<file path="src/rtl/rtc_pkg.sv">
// Shared definitions for the time-of-day keeper.
//   FLD_*          : bit index of each field in the per-field set vectors
//   DEF_*_MOD      : default moduli for seconds, minutes and hours
//   inc_mod()      : modulo increment used to predict the post-tick time
//   hour_24_to_12(): 24-hour to 12-hour display conversion (0 -> 12)
package rtc_pkg;

   localparam int FLD_SEC  = 0;
   localparam int FLD_MIN  = 1;
   localparam int FLD_HOUR = 2;

   localparam int DEF_SEC_MOD  = 60;
   localparam int DEF_MIN_MOD  = 60;
   localparam int DEF_HOUR_MOD = 24;

   function automatic int unsigned inc_mod(input int unsigned v, input int unsigned m);
      return (v == m - 1) ? 0 : v + 1;
   endfunction

   function automatic int unsigned hour_24_to_12(input int unsigned h);
      if (h == 0)
         return 12;
      else if (h > 12)
         return h - 12;
      else
         return h;
   endfunction

endpackage

</file>
<file path="src/rtl/mod_field_counter.sv">
// One time field as a modulo-MOD counter.
//   clk, rst   : clock, synchronous active-high reset (loads RESET_VALUE)
//   carry_in   : advance by one (tick or carry from the lower field)
//   inc, dec   : manual +1 / -1 for this field, applied only with cmd_valid
//   cmd_valid  : some manual set is active this cycle; carry_in is ignored
//   value      : current field value, always within 0..MOD-1
//   carry_out  : carry_in && value == MOD-1 (combinational)
module mod_field_counter
   import rtc_pkg::*;
#(
   parameter int W           = 8,
   parameter int MOD         = 60,
   parameter int RESET_VALUE = 0
) (
   input  logic         clk,
   input  logic         rst,
   input  logic         carry_in,
   input  logic         inc,
   input  logic         dec,
   input  logic         cmd_valid,
   output logic [W-1:0] value,
   output logic         carry_out
);

   localparam logic [W-1:0] MAX_VAL = W'(MOD - 1);
   localparam logic [W-1:0] RST_VAL = W'(RESET_VALUE);

   logic [W-1:0] value_up;
   logic [W-1:0] value_dn;

   assign value_up  = (value == MAX_VAL) ? '0 : value + 1'b1;
   assign value_dn  = (value == '0) ? MAX_VAL : value - 1'b1;
   assign carry_out = carry_in && (value == MAX_VAL);

   // NOTE: state registers use non-blocking assignments so every field
   // samples the others' pre-edge values and the cascade updates on one edge.
   always_ff @(posedge clk) begin
      if (rst) begin
         value <= RST_VAL;
      end else if (cmd_valid) begin
         // Manual set never consumes carry_in; inc and dec together cancel.
         if (inc && !dec)
            value <= value_up;
         else if (dec && !inc)
            value <= value_dn;
      end else if (carry_in) begin
         value <= value_up;
      end
   end

endmodule

</file>
<file path="src/rtl/rtc_timekeeper.sv">
// Fully synchronous time-of-day keeper with prescaler, manual set,
// 12/24-hour display view, day rollover pulse and latched alarm.
//   clk, rst          : clock, synchronous active-high reset
//   en                : run enable; 0 freezes prescaler and time
//   signal_increase   : per-field +1 pulse, [0]=sec [1]=min [2]=hour
//   signal_decrease   : per-field -1 pulse, same indexing
//   mode_12h          : select 12-hour display view
//   alarm_en          : alarm armed; 0 also clears alarm_ring
//   alarm_hour/minute : alarm time (24-hour encoding, second is 0)
//   alarm_ack         : clears alarm_ring
//   cur_second/minute/hour : raw time fields
//   disp_hour, pm     : display hour and pm flag
//   day_tick          : one-cycle pulse after the hour wraps by carry
//   alarm_ring        : latched alarm indication
module rtc_timekeeper
   import rtc_pkg::*;
#(
   parameter int TICK_CYCLES = 25_000_000,
   parameter int W           = 8,
   parameter int SEC_MOD     = DEF_SEC_MOD,
   parameter int MIN_MOD     = DEF_MIN_MOD,
   parameter int HOUR_MOD    = DEF_HOUR_MOD,
   parameter int RESET_HOUR  = 8,
   parameter int RESET_MIN   = 0,
   parameter int RESET_SEC   = 0
) (
   input  logic         clk,
   input  logic         rst,
   input  logic         en,
   input  logic [2:0]   signal_increase,
   input  logic [2:0]   signal_decrease,
   input  logic         mode_12h,
   input  logic         alarm_en,
   input  logic [W-1:0] alarm_hour,
   input  logic [W-1:0] alarm_minute,
   input  logic         alarm_ack,
   output logic [W-1:0] cur_second,
   output logic [W-1:0] cur_minute,
   output logic [W-1:0] cur_hour,
   output logic [W-1:0] disp_hour,
   output logic         pm,
   output logic         day_tick,
   output logic         alarm_ring
);

   localparam int CNT_W = (TICK_CYCLES > 1) ? $clog2(TICK_CYCLES) : 1;
   localparam logic [CNT_W-1:0] CNT_LAST = CNT_W'(TICK_CYCLES - 1);

   logic [CNT_W-1:0] presc_cnt;
   logic             tick;
   logic             set_any;
   logic             tick_eff;
   logic             sec_carry;
   logic             min_carry;
   logic             hour_carry;
   logic [W-1:0]     next_minute;
   logic [W-1:0]     next_hour;
   logic             alarm_hit;

   assign set_any  = |{signal_increase, signal_decrease};
   assign tick     = en && (presc_cnt == CNT_LAST);
   // A manual set discards this cycle's tick so the second restarts cleanly.
   assign tick_eff = tick && !set_any;

   always_ff @(posedge clk) begin
      if (rst || set_any)
         presc_cnt <= '0;
      else if (en)
         presc_cnt <= tick ? '0 : presc_cnt + 1'b1;
   end

   mod_field_counter #(.W(W), .MOD(SEC_MOD), .RESET_VALUE(RESET_SEC)) u_sec (
      .clk       (clk),
      .rst       (rst),
      .carry_in  (tick_eff),
      .inc       (signal_increase[FLD_SEC]),
      .dec       (signal_decrease[FLD_SEC]),
      .cmd_valid (set_any),
      .value     (cur_second),
      .carry_out (sec_carry)
   );

   mod_field_counter #(.W(W), .MOD(MIN_MOD), .RESET_VALUE(RESET_MIN)) u_min (
      .clk       (clk),
      .rst       (rst),
      .carry_in  (sec_carry),
      .inc       (signal_increase[FLD_MIN]),
      .dec       (signal_decrease[FLD_MIN]),
      .cmd_valid (set_any),
      .value     (cur_minute),
      .carry_out (min_carry)
   );

   mod_field_counter #(.W(W), .MOD(HOUR_MOD), .RESET_VALUE(RESET_HOUR)) u_hour (
      .clk       (clk),
      .rst       (rst),
      .carry_in  (min_carry),
      .inc       (signal_increase[FLD_HOUR]),
      .dec       (signal_decrease[FLD_HOUR]),
      .cmd_valid (set_any),
      .value     (cur_hour),
      .carry_out (hour_carry)
   );

   // Predict the post-tick minute/hour; the post-tick second is 0 exactly
   // when the seconds field wraps, so sec_carry stands in for that match.
   assign next_minute = sec_carry ? W'(inc_mod(32'(cur_minute), MIN_MOD)) : cur_minute;
   assign next_hour   = min_carry ? W'(inc_mod(32'(cur_hour), HOUR_MOD)) : cur_hour;
   assign alarm_hit   = alarm_en && sec_carry &&
                        (next_minute == alarm_minute) && (next_hour == alarm_hour);

   always_ff @(posedge clk) begin
      if (rst) begin
         day_tick   <= 1'b0;
         alarm_ring <= 1'b0;
      end else begin
         day_tick <= hour_carry;
         // A hit outranks a simultaneous acknowledge.
         if (alarm_hit)
            alarm_ring <= 1'b1;
         else if (alarm_ack || !alarm_en)
            alarm_ring <= 1'b0;
      end
   end

   // NOTE: combinational outputs get their default first so no path
   // through the block leaves them unassigned and infers a latch.
   always_comb begin
      disp_hour = cur_hour;
      pm        = 1'b0;
      if (mode_12h) begin
         disp_hour = W'(hour_24_to_12(32'(cur_hour)));
         pm        = (cur_hour >= W'(12));
      end
   end

endmodule

</file>
<file path="config.mk">
export PLATFORM = sky130hd
export DESIGN_NAME = rtc_timekeeper
export DESIGN_NICKNAME = d
export VERILOG_FILES = /design/src/rtl/rtc_pkg.sv /design/src/rtl/mod_field_counter.sv /design/src/rtl/rtc_timekeeper.sv
export SDC_FILE = /design/constraint.sdc
export NUM_CORES = 1
export LEC_CHECK = 0
export ABC_AREA = 1
export ABC_CLOCK_PERIOD_IN_PS = 2100
export BUFFER_PORTS_ARGS = -buffer_cell sky130_fd_sc_hd__buf_2
export CAP_MARGIN = 10
export CORE_MARGIN = 4
export CORE_UTILIZATION = 55
export DETAILED_ROUTE_END_ITERATION = 10
export PLACE_DENSITY = 0.78
export SYNTH_ARGS = -nofsm -noshare
export SYNTH_HDL_FRONTEND = slang
export SYNTH_SLANG_ARGS = --single-unit
</file>
<file path="constraint.sdc">
create_clock -name clk -period 2.1 [get_ports clk]
set_input_delay 0.105 -clock clk [delete_from_list [all_inputs] [get_ports clk]]
set_output_delay 0.105 -clock clk [all_outputs]
set_load 0.02 [all_outputs]
</file>
### Yosys cells after proc, flatten, opt, wreduce, memory -nomap -nowiden

Index checks and enable logic that the tools add are counted.

| cells by class | value |
|---|---|
| add/subtract/negate cells | 10 |
| $lt $le $gt $ge | 2 |
| eq/ne operators | 9 |
| mux-type cells | 29 |
| reductions and logical operators | 35 |

Operator list:

| kind | count |
|---|---|
| 2-to-1 mux 8 bit | 25 |
| adder 8 x 1 -> 8 bit, second input constant | 5 |
| adder 25 x 1 -> 25 bit, second input constant | 1 |
| == test 25 bit, second input constant | 1 |
| 2-to-1 mux 25 bit | 1 |
| zero test 8 bit | 3 |
| subtractor 8 x 1 -> 8 bit, second input constant | 3 |
| == test 8 x 6 -> 1 bit, second input constant | 2 |
| == test 8 bit | 2 |
| logical AND 1 bit | 14 |
| inequality test 3 x 1 -> 1 bit, second input constant | 3 |
| == test 8 x 5 -> 1 bit, second input constant | 1 |
| >= comparator 8 x 4 -> 1 bit, second input constant | 1 |
| > comparator 8 x 4 -> 1 bit, second input constant | 1 |
| zero test 1 bit | 8 |
| nonzero test 2 bit | 4 |
| subtractor 8 x 4 -> 8 bit, second input constant | 1 |
| AND reduction 2 bit | 3 |
| OR reduction 6 bit | 1 |
| 2-to-1 mux 1 bit | 3 |
| logical OR 1 bit | 2 |

| storage, ports and cells | value |
|---|---|
| bits in registers | 51 |
| input bits | 28 |
| output and inout bits | 35 |
| word-level logic and storage cells | 91 |

### Depth between registers and ports, before layout

Gate-level depths: netlist (run 1).

| depth | value |
|---|---|
| depth after elaboration | 9 |
| depth in mapped cells | 18 |
| gate-level depth less buffers | 17 |

### Hierarchy

Synthesis (run 1) repeated with hierarchy kept, for this count alone.

| second synthesis, totals | value |
|---|---|
| cell total of the unflattened synthesis | 795 |
| area total of the unflattened synthesis | 4814.6 sq um |

Modules (own cells, without submodules):

| module | times used | cells an instance | area each (sq um) | sequential area each (sq um) |
|---|---|---|---|---|
| rtc_timekeeper | 1 | 380 | 2306.0 | 540.5 |
| mod_field_counter (u_min ...) | 2 | 140 | 852.1 | 160.2 |
| mod_field_counter (u_hour) | 1 | 135 | 804.5 | 160.2 |

### Worst setup path before layout (run 1)

No wires, ideal clock.

| timing path | value |
|---|---|
| path kind | register -> register |
| from | reg u_sec.value[1] |
| to | reg alarm_ring |
| setup time | 0.067 ns |
| arrival time | 2.035 ns |
| required time | 2.033 ns |
| slack | -0.002 ns |
| stages on the path, launching flop included | 16 |
| buffers on the path | 0 |
| period minus slack after synthesis | 2.102 ns |
| cell sequence | dfxtp_1 -> ha_1 -> nand2_2 -> nor2_2 -> nand2_4 -> nor2_8 -> nand3_4 -> nor2_8 -> nand2_2 -> nand3b_1 -> nand2_1 -> nor2_1 -> nand2_1 -> nor2_2 -> nand2_1 -> a21oi_2 |

| between the ends | value |
|---|---|
| longest elaborated chain between the ends | 7 |
| elaborated cells between the ends (all ways) | 12 |
| classes of those cells | eq/ne (3); mux (3); reduce/logical (6) |

RTL lines:

| item | RTL line | text |
|---|---|---|
| start: declaration | mod_field_counter.sv:21 | `output logic [W-1:0] value,` |
| start signal: assignment | mod_field_counter.sv:43 | `value <= value_up;` |
| start signal: assignment | mod_field_counter.sv:45 | `value <= value_dn;` |
| start signal: assignment | mod_field_counter.sv:47 | `value <= value_up;` |
| == test 8 x 6 -> 1 bit * | mod_field_counter.sv:33 | `assign carry_out = carry_in && (value == MAX_VAL);` |
| logical AND 1 bit * | mod_field_counter.sv:33 |  |
| 2-to-1 mux 8 bit / logical AND 1 bit (equally long branches) | rtc_timekeeper.sv:107, mod_field_counter.sv:33 |  |
| == test 8 bit / 2-to-1 mux 8 bit (equally long branches) | rtc_timekeeper.sv:110, rtc_timekeeper.sv:108 |  |
| logical AND 1 bit / == test 8 bit (equally long branches) | rtc_timekeeper.sv:109, rtc_timekeeper.sv:110 |  |
| logical AND 1 bit * | rtc_timekeeper.sv:110 | `(next_minute == alarm_minute) && (next_hour == alarm_hour);` |
| 2-to-1 mux 1 bit / nonzero test 2 bit (equally long branches) | n/a |  |
| end signal: assignment | rtc_timekeeper.sv:115 | `alarm_ring <= 1'b0;` |
| end signal: assignment | rtc_timekeeper.sv:120 | `alarm_ring <= 1'b1;` |
| end signal: assignment | rtc_timekeeper.sv:122 | `alarm_ring <= 1'b0;` |
| end: declaration | rtc_timekeeper.sv:43 | `output logic alarm_ring` |

Mark *: on every way between the ends. The rest lies on a longest branch, timed or not.
A chain may end at the register's enable or synchronous reset.

### Worst setup path in the final report (run 1)

| timing path | value |
|---|---|
| from | reg presc_cnt[1] |
| to | reg u_hour.value[2] |

| between the ends | value |
|---|---|
| longest elaborated chain between the ends | 7 |

RTL lines:

| item | RTL line | text |
|---|---|---|
| start: declaration | rtc_timekeeper.sv:49 | `logic [CNT_W-1:0] presc_cnt;` |
| start signal: assignment | rtc_timekeeper.sv:69 | `presc_cnt <= tick ? '0 : presc_cnt + 1'b1;` |
| == test 25 bit | rtc_timekeeper.sv:61 | `assign tick = en && (presc_cnt == CNT_LAST);` |
| logical AND 1 bit | rtc_timekeeper.sv:61 |  |
| logical AND 1 bit | rtc_timekeeper.sv:63 | `assign tick_eff = tick && !set_any;` |
| logical AND 1 bit (2 in series) | mod_field_counter.sv:33 |  |
| nonzero test 2 bit (no source line) | n/a |  |
| AND reduction 2 bit (no source line) | n/a |  |
| end signal: assignment | mod_field_counter.sv:43 |  |
| end signal: assignment | mod_field_counter.sv:45 |  |
| end signal: assignment | mod_field_counter.sv:47 |  |
| end: declaration | mod_field_counter.sv:21 |  |

Every way passes these cells.

==> metrics.csv, run 1 <==
metric,value,unit
Synth Flop Type,dfxtp_1,
Finish-stage setup viols,0,
Synth cell types,47,
Slew HR,0.7255,
clk_skew,11.13,ps
row count,31,
GP Congestion,0.9960,
layout cells sized above 1,0.2786,
Die ar.,0.008978,mm²
CTS Root Cell,clkbuf_8,
RSZ-0062 raised after global routing,yes,
Least-Margin Pin Slew,410.3,ps
final hold violations,0,
Final Max Tran Viols,0,
CTS tree,yes,
"commonest cells after routing, fill and taps aside","140 x nand2_1, 86 x inv_1, 86 x nor2_1",
worst hold path class,input pin to flop,
clock sinks,51,
Max VDD drop,334.9,µV
WL/cell,13.92,µm
largest family of logic cells by synthesized area,simple AND/OR/NAND/NOR gates,
WS Path Type,flop to flop,
Antenna Nets Post-Route,0,
WHS,66.61,ps
number of flops mapped to enable cells by yosys,0,
clk slew on worst S/H paths,110,ps
status,finished clean,
max frequency,506.9,MHz
"Clk Latency, worst-skew pair",310,ps
finished layout cell area,0.005104,mm²
worst-path fanout max,9,
"most common cell after layout, fill and taps aside",nand2_1,
drt drc,0,
Max H-tree Level,2,
initial antenna violation count,0,
Initial Utilization,0.5676,
number of hold buffers added after cts,0,
multiplexer share of the synthesized area,0,
core box area,0.007292,mm²
power density cells,549.0,mW/mm²
startpoint types,flop,
Synth Area in XOR/XNOR,0.05502,
Seq. cell area,0.001062,mm²
Crit. End Element,flop,
"FF+latch count, synth",51,
worst path arrival time,2180,ps
Overall Global Routing Usage,0.2544,
syn avg cell area,6.319,µm²
min cycle time layout,1973,ps
overall routed net length,11970,µm
DRT Pass-1 Iters,5,
Multi-input gate area,0.002759,mm²
vias per cell,5.442,
max_cap viols,0,
"Seq/Total Area, Yosys",0.2467,
CTS buffer count,5,
area grow syn2layout,23.31,%
Max Root-Sink Buffers,2,
pin count of the biggest net entering global routing,18,
"Remaining Overflow, GRT",0,
Post-Synth Adder-Cell Area,0.03930,
Die Width,94.75,µm
nets@finish,801,
Fill cells,683,
"Warnings, synthesis",0,
Final HPWL DP,9134,µm
placement-stage cell area,0.004758,mm²
number of global-route vias before repair,4261,
ys async rst share,0,
IO Pins,63,
via count,4680,
Mapped Nets,696,
CP Data Required Time,2310,ps
Port Buffer Count,62,
Die Y,94.75,µm
DRT iter0 DRCs,240,
Synth Area in Compound Gates,0.1729,
fin crit share,0.9394,
Post-Synthesis Cells,655,
simple-gate share of the synthesized area,0.3782,
# diodes,0,
synthesized area,0.004139,mm²
Lkg Pwr,2.410,nW
first-pass GRT wire length,18780,µm
cells by family (layout without fill, tap and decap cells):
| kind of cell | Yosys count | after routing |
|---|---|---|
| AO/OA/AOI/OAI | 117 | 117 |
| buffers and inverters | 113 | 218 |
| flip-flops | 51 | 51 |
| AND/OR/NAND/NOR | 335 | 336 |
| XOR/XNOR | 26 | 26 |
| adder cells (fa/ha/maj) | 13 | 13 |
synth_stat cells, types with 5 or more instances:
cell,n,area [µm²]
nand2_1,140,525.5
nor2_1,92,345.3
inv_1,89,334.1
dfxtp_1,51,1021
a21oi_1,37,185.2
nand3_1,35,175.2
o21ai_0,33,165.2
xor2_1,21,183.9
nand2_2,19,118.9
a211oi_1,14,105.1
ha_1,13,162.7
inv_2,10,37.54
nand4_1,9,56.30
nand3b_1,7,52.55
nor3_1,7,35.03
o22ai_1,7,43.79
buf_2,6,30.03
nor2_2,6,37.54
o21a_1,5,37.54
xnor2_1,5,43.79
final cells by class:
type / count / area share
Timing Repair Buffer: 110 / 0.1351
Tap cell: 99 / 0.02427
Sequential cell: 51 / 0.2081
Inverter: 100 / 0.07404
Clock buffer: 5 / 0.01348
Clock inverter: 3 / 0.004413
Multi-Input combinational cell: 492 / 0.5406
flip-flops by register name, summed over array words and instances, names as in the netlist:
| signal | cells |
|---|---|
| day_tick | 1 |
| u_hour.value | 8 |
| u_min.value | 8 |
| alarm_ring | 1 |
| presc_cnt | 25 |
| u_sec.value | 8 |
path summary, 6_finish.rpt:
| path | to | slack (ps) | startpoint | depth (start not counted) |
|---|---|---|---|---|
| max | u_hour.value[2] | 130 | presc_cnt[1] | 12 |
| min | alarm_ring | 70 | alarm_ack | 3 |
| max reg2reg | u_hour.value[2] | 130 | presc_cnt[1] | 12 |
| min reg2reg | presc_cnt[18] | 460 | presc_cnt[18] | 1 |
metrics by stage:
stage | total power (W) | setup TNS [ps] | cells | utilization | worst slack [ps]
floorplan | 0.001812 | 0 | 655 | - | 4.472
global placement | 0.002136 | 0 | 837 | 0.6525 | 101.0
detailed placement | 0.002152 | 0 | 837 | 0.6525 | 43.88
CTS | 0.002752 | 0 | 845 | 0.6654 | 19.51
global route | 0.002979 | -122.0 | 860 | 0.6999 | -70.82
finish | 0.002802 | 0 | 860 | 0.6999 | 127.3
where the power goes:
group          internal (W)  switching, W
registers           0.00102     0.0000711
clock network      0.000242      0.000369
logic              0.000412      0.000683
routing by layer:
layer  share of wire  track usage  vias to the layer above
li1                -            -                     2346
met3           0.069      0.03745                       22
met2            0.50       0.4557                      158
met1            0.42       0.3181                     2154
met5               0            0                        -
met4           0.015      0.06370                        0
critical path, stage by stage (launching register included):
cell and delay [ps]:
dfxtp_2 380, ha_4 160, nand3_1 80, nor2_1 100
nand2_1 90, nor2_4 190, buf_4 150, nand3_2 100
nand2_1 100, nand2_2 130, inv_4 130, nor2_1 50
a211oi_1 210
what timing repair did:
item,in CTS,in global routing
resized for setup,2,52
pin swaps,0,15
gates cloned,0,1
endpoints found under the setup margin,2,24
endpoints found under the hold margin,0,0
setup buffers,0,14
Power figures use the tool's default switching activity.
==> run 2, diff against run 1 <==
--- a/config.mk
+++ b/config.mk
@@ -12,7 +12,9 @@
 export CORE_MARGIN = 4
 export CORE_UTILIZATION = 55
 export DETAILED_ROUTE_END_ITERATION = 10
-export PLACE_DENSITY = 0.78
+export MAX_ROUTING_LAYER = met4
+export PLACE_DENSITY = 0.75
+export REMOVE_ABC_BUFFERS = 1
 export SYNTH_ARGS = -nofsm -noshare
 export SYNTH_HDL_FRONTEND = slang
 export SYNTH_SLANG_ARGS = --single-unit
==> metrics.csv, run 2 (synthesized netlist as in run 1, its figures left out) <==
metric,value,unit
status,finished clean,
first-pass GRT wire length,18640,µm
r2r setup slk,110,ps
worst-path fanout max,5,
via count,4680,
DRT Pass-1 Iters,8,
WS Path Type,flop to primary output,
Max VDD drop,352.7,µV
"delay-heaviest family, CP",buffers and inverters,
CTS tree,yes,
DRT iter0 DRCs,211,
nets@finish,805,
most frequent CP cell,buf_4,
IO Pins,63,
# diodes,0,
clk_skew,18.51,ps
crit-path cells,"ha_2, inv_1, buf_4, o21ai_1, nand2_1, inv_2, nand2_2, nor2_2, xor2_1, buf_4",
Finish-stage setup viols,0,
clock sinks,51,
min cycle time layout,2022,ps
met1 usage,0.3143,
vias per cell,5.417,
layout cells sized above 1,0.3111,
max frequency,494.5,MHz
"Max stage delay cell, worst path",dfxtp_4,
max reg flops,25,
Buf/Inv on CP,4,
Reg with most FFs,presc_cnt,
CP Data Required Time,2000,ps
CP peak stage delay,390,ps
area grow syn2layout,26.72,%
number of global-route vias before repair,4294,
Least-Margin Pin Slew,399.4,ps
Final HPWL DP,9053,µm
row count,31,
core box area,0.007292,mm²
CTS buffer count,5,
fin crit share,0.9630,
Max Root-Sink Buffers,2,
Overall Global Routing Usage,0.2613,
reg-to-reg startpoint,u_hour.value[2],
max_cap viols,0,
Hold Path End,alarm_ring,
"Clk Latency, worst-skew pair",320,ps
Initial Utilization,0.5676,
Final Max Tran Viols,0,
drt drc,0,
worst path arrival time,1920,ps
"Remaining Overflow, GRT",0,
RSZ-0062 raised after global routing,yes,
final hold violations,0,
"commonest cells after routing, fill and taps aside","133 x nand2_1, 84 x inv_1, 84 x nor2_1",
Die Y,94.75,µm
"most common cell after layout, fill and taps aside",nand2_1,
initial antenna violation count,0,
number of hold buffers added after cts,0,
worst-case reg-to-reg path depth,14,
Die Width,94.75,µm
GP Congestion,0.9641,
Hold Crit Start,alarm_ack,
Port Buffer Count,62,
met3 Use GR,0.05020,
CTS Root Cell,clkbuf_8,
WL/cell,13.89,µm
pin count of the biggest net entering global routing,19,
startpoint types,flop,
clk slew on worst S/H paths,110,ps
power density cells,543.2,mW/mm²
Lkg Pwr,2.437,nW
met2 usage,0.4334,
Max H-tree Level,2,
Slew HR,0.7327,
Antenna Nets Post-Route,0,
busiest grt layer,met2,
Die ar.,0.008978,mm²
overall routed net length,12000,µm
Util after Layout,0.7193,
Hold Path Stages,3,
Crit. End Element,primary output,
Critical R2R Capture,alarm_ring,
Power Total,0.002849,W
worst hold path class,input pin to flop,
==> run 2: stage by stage <==
stage               setup slack (ps)  setup TNS (ps)  hold WS [ps]  instances  instance area (µm²)
global placement               72.24               0         396.8        835                 4742
global route                  -69.53          -177.4         64.25        864                 5245
floorplan                     -89.99          -426.9         167.4        642                 4068
detailed placement             11.54               0         398.9        835                 4742
CTS                            2.090               0         58.15        845                 4880
finish                         77.73               0         48.90        864                 5245
==> run 2: where the power goes <==
group	total, W	leakage (nW)	internal [W]	switching [W]
logic	0.00111	1.96	0.000431	0.000679
registers	0.00110	0.430	0.00102	0.0000765
clock network	0.000640	0.0463	0.000246	0.000394
==> run 2: repair_timing <==
item | 4_1_cts | 5_1_grt
buffers inserted | 2 | 18
setup endpoints to repair | 7 | 21
gates resized for setup | 8 | 79
gates cloned | 0 | 1
pin swaps | 4 | 35
==> run 2: how the worst max path moves through the flow <==
stage,from,to,cells past startpoint
global route,u_hour.value[2],alarm_ring,16
floorplan,u_sec.value[1],u_min.value[2],10
CTS,u_hour.value[2],disp_hour[7],10
detailed placement,u_sec.value[0],alarm_ring,15
global placement,u_min.value[1],alarm_ring,14
finish,u_hour.value[2],disp_hour[7],10
==> run 2: metal layers <==
layer,share of wire,up-vias,routed length [µm]
met3,0.055,30,663
met4,0.016,0,192
met1,0.44,2123,5324
met5,0,-,0
met2,0.48,167,5818
li1,-,2360,-
==> run 2: area by class of cell <==
| cell class | instances | area, µm² |
|---|---|---|
| inverter | 100 | 384.1 |
| clock inverter | 3 | 27.53 |
| tap | 99 | 123.9 |
| sequential | 51 | 1079 |
| clock buffer | 5 | 68.82 |
| multi-input combinational | 492 | 2844 |
| fill | 658 | 2047 |
| timing repair buffer | 114 | 718.2 |
==> run 2: tightest hold or removal path, delay by kind of cell <==
| kind | cells | cell delay (ps) |
|---|---|---|
| simple gates | 1 | 110 |
| buf+inv | 1 | 70 |
| compound gates | 1 | 50 |
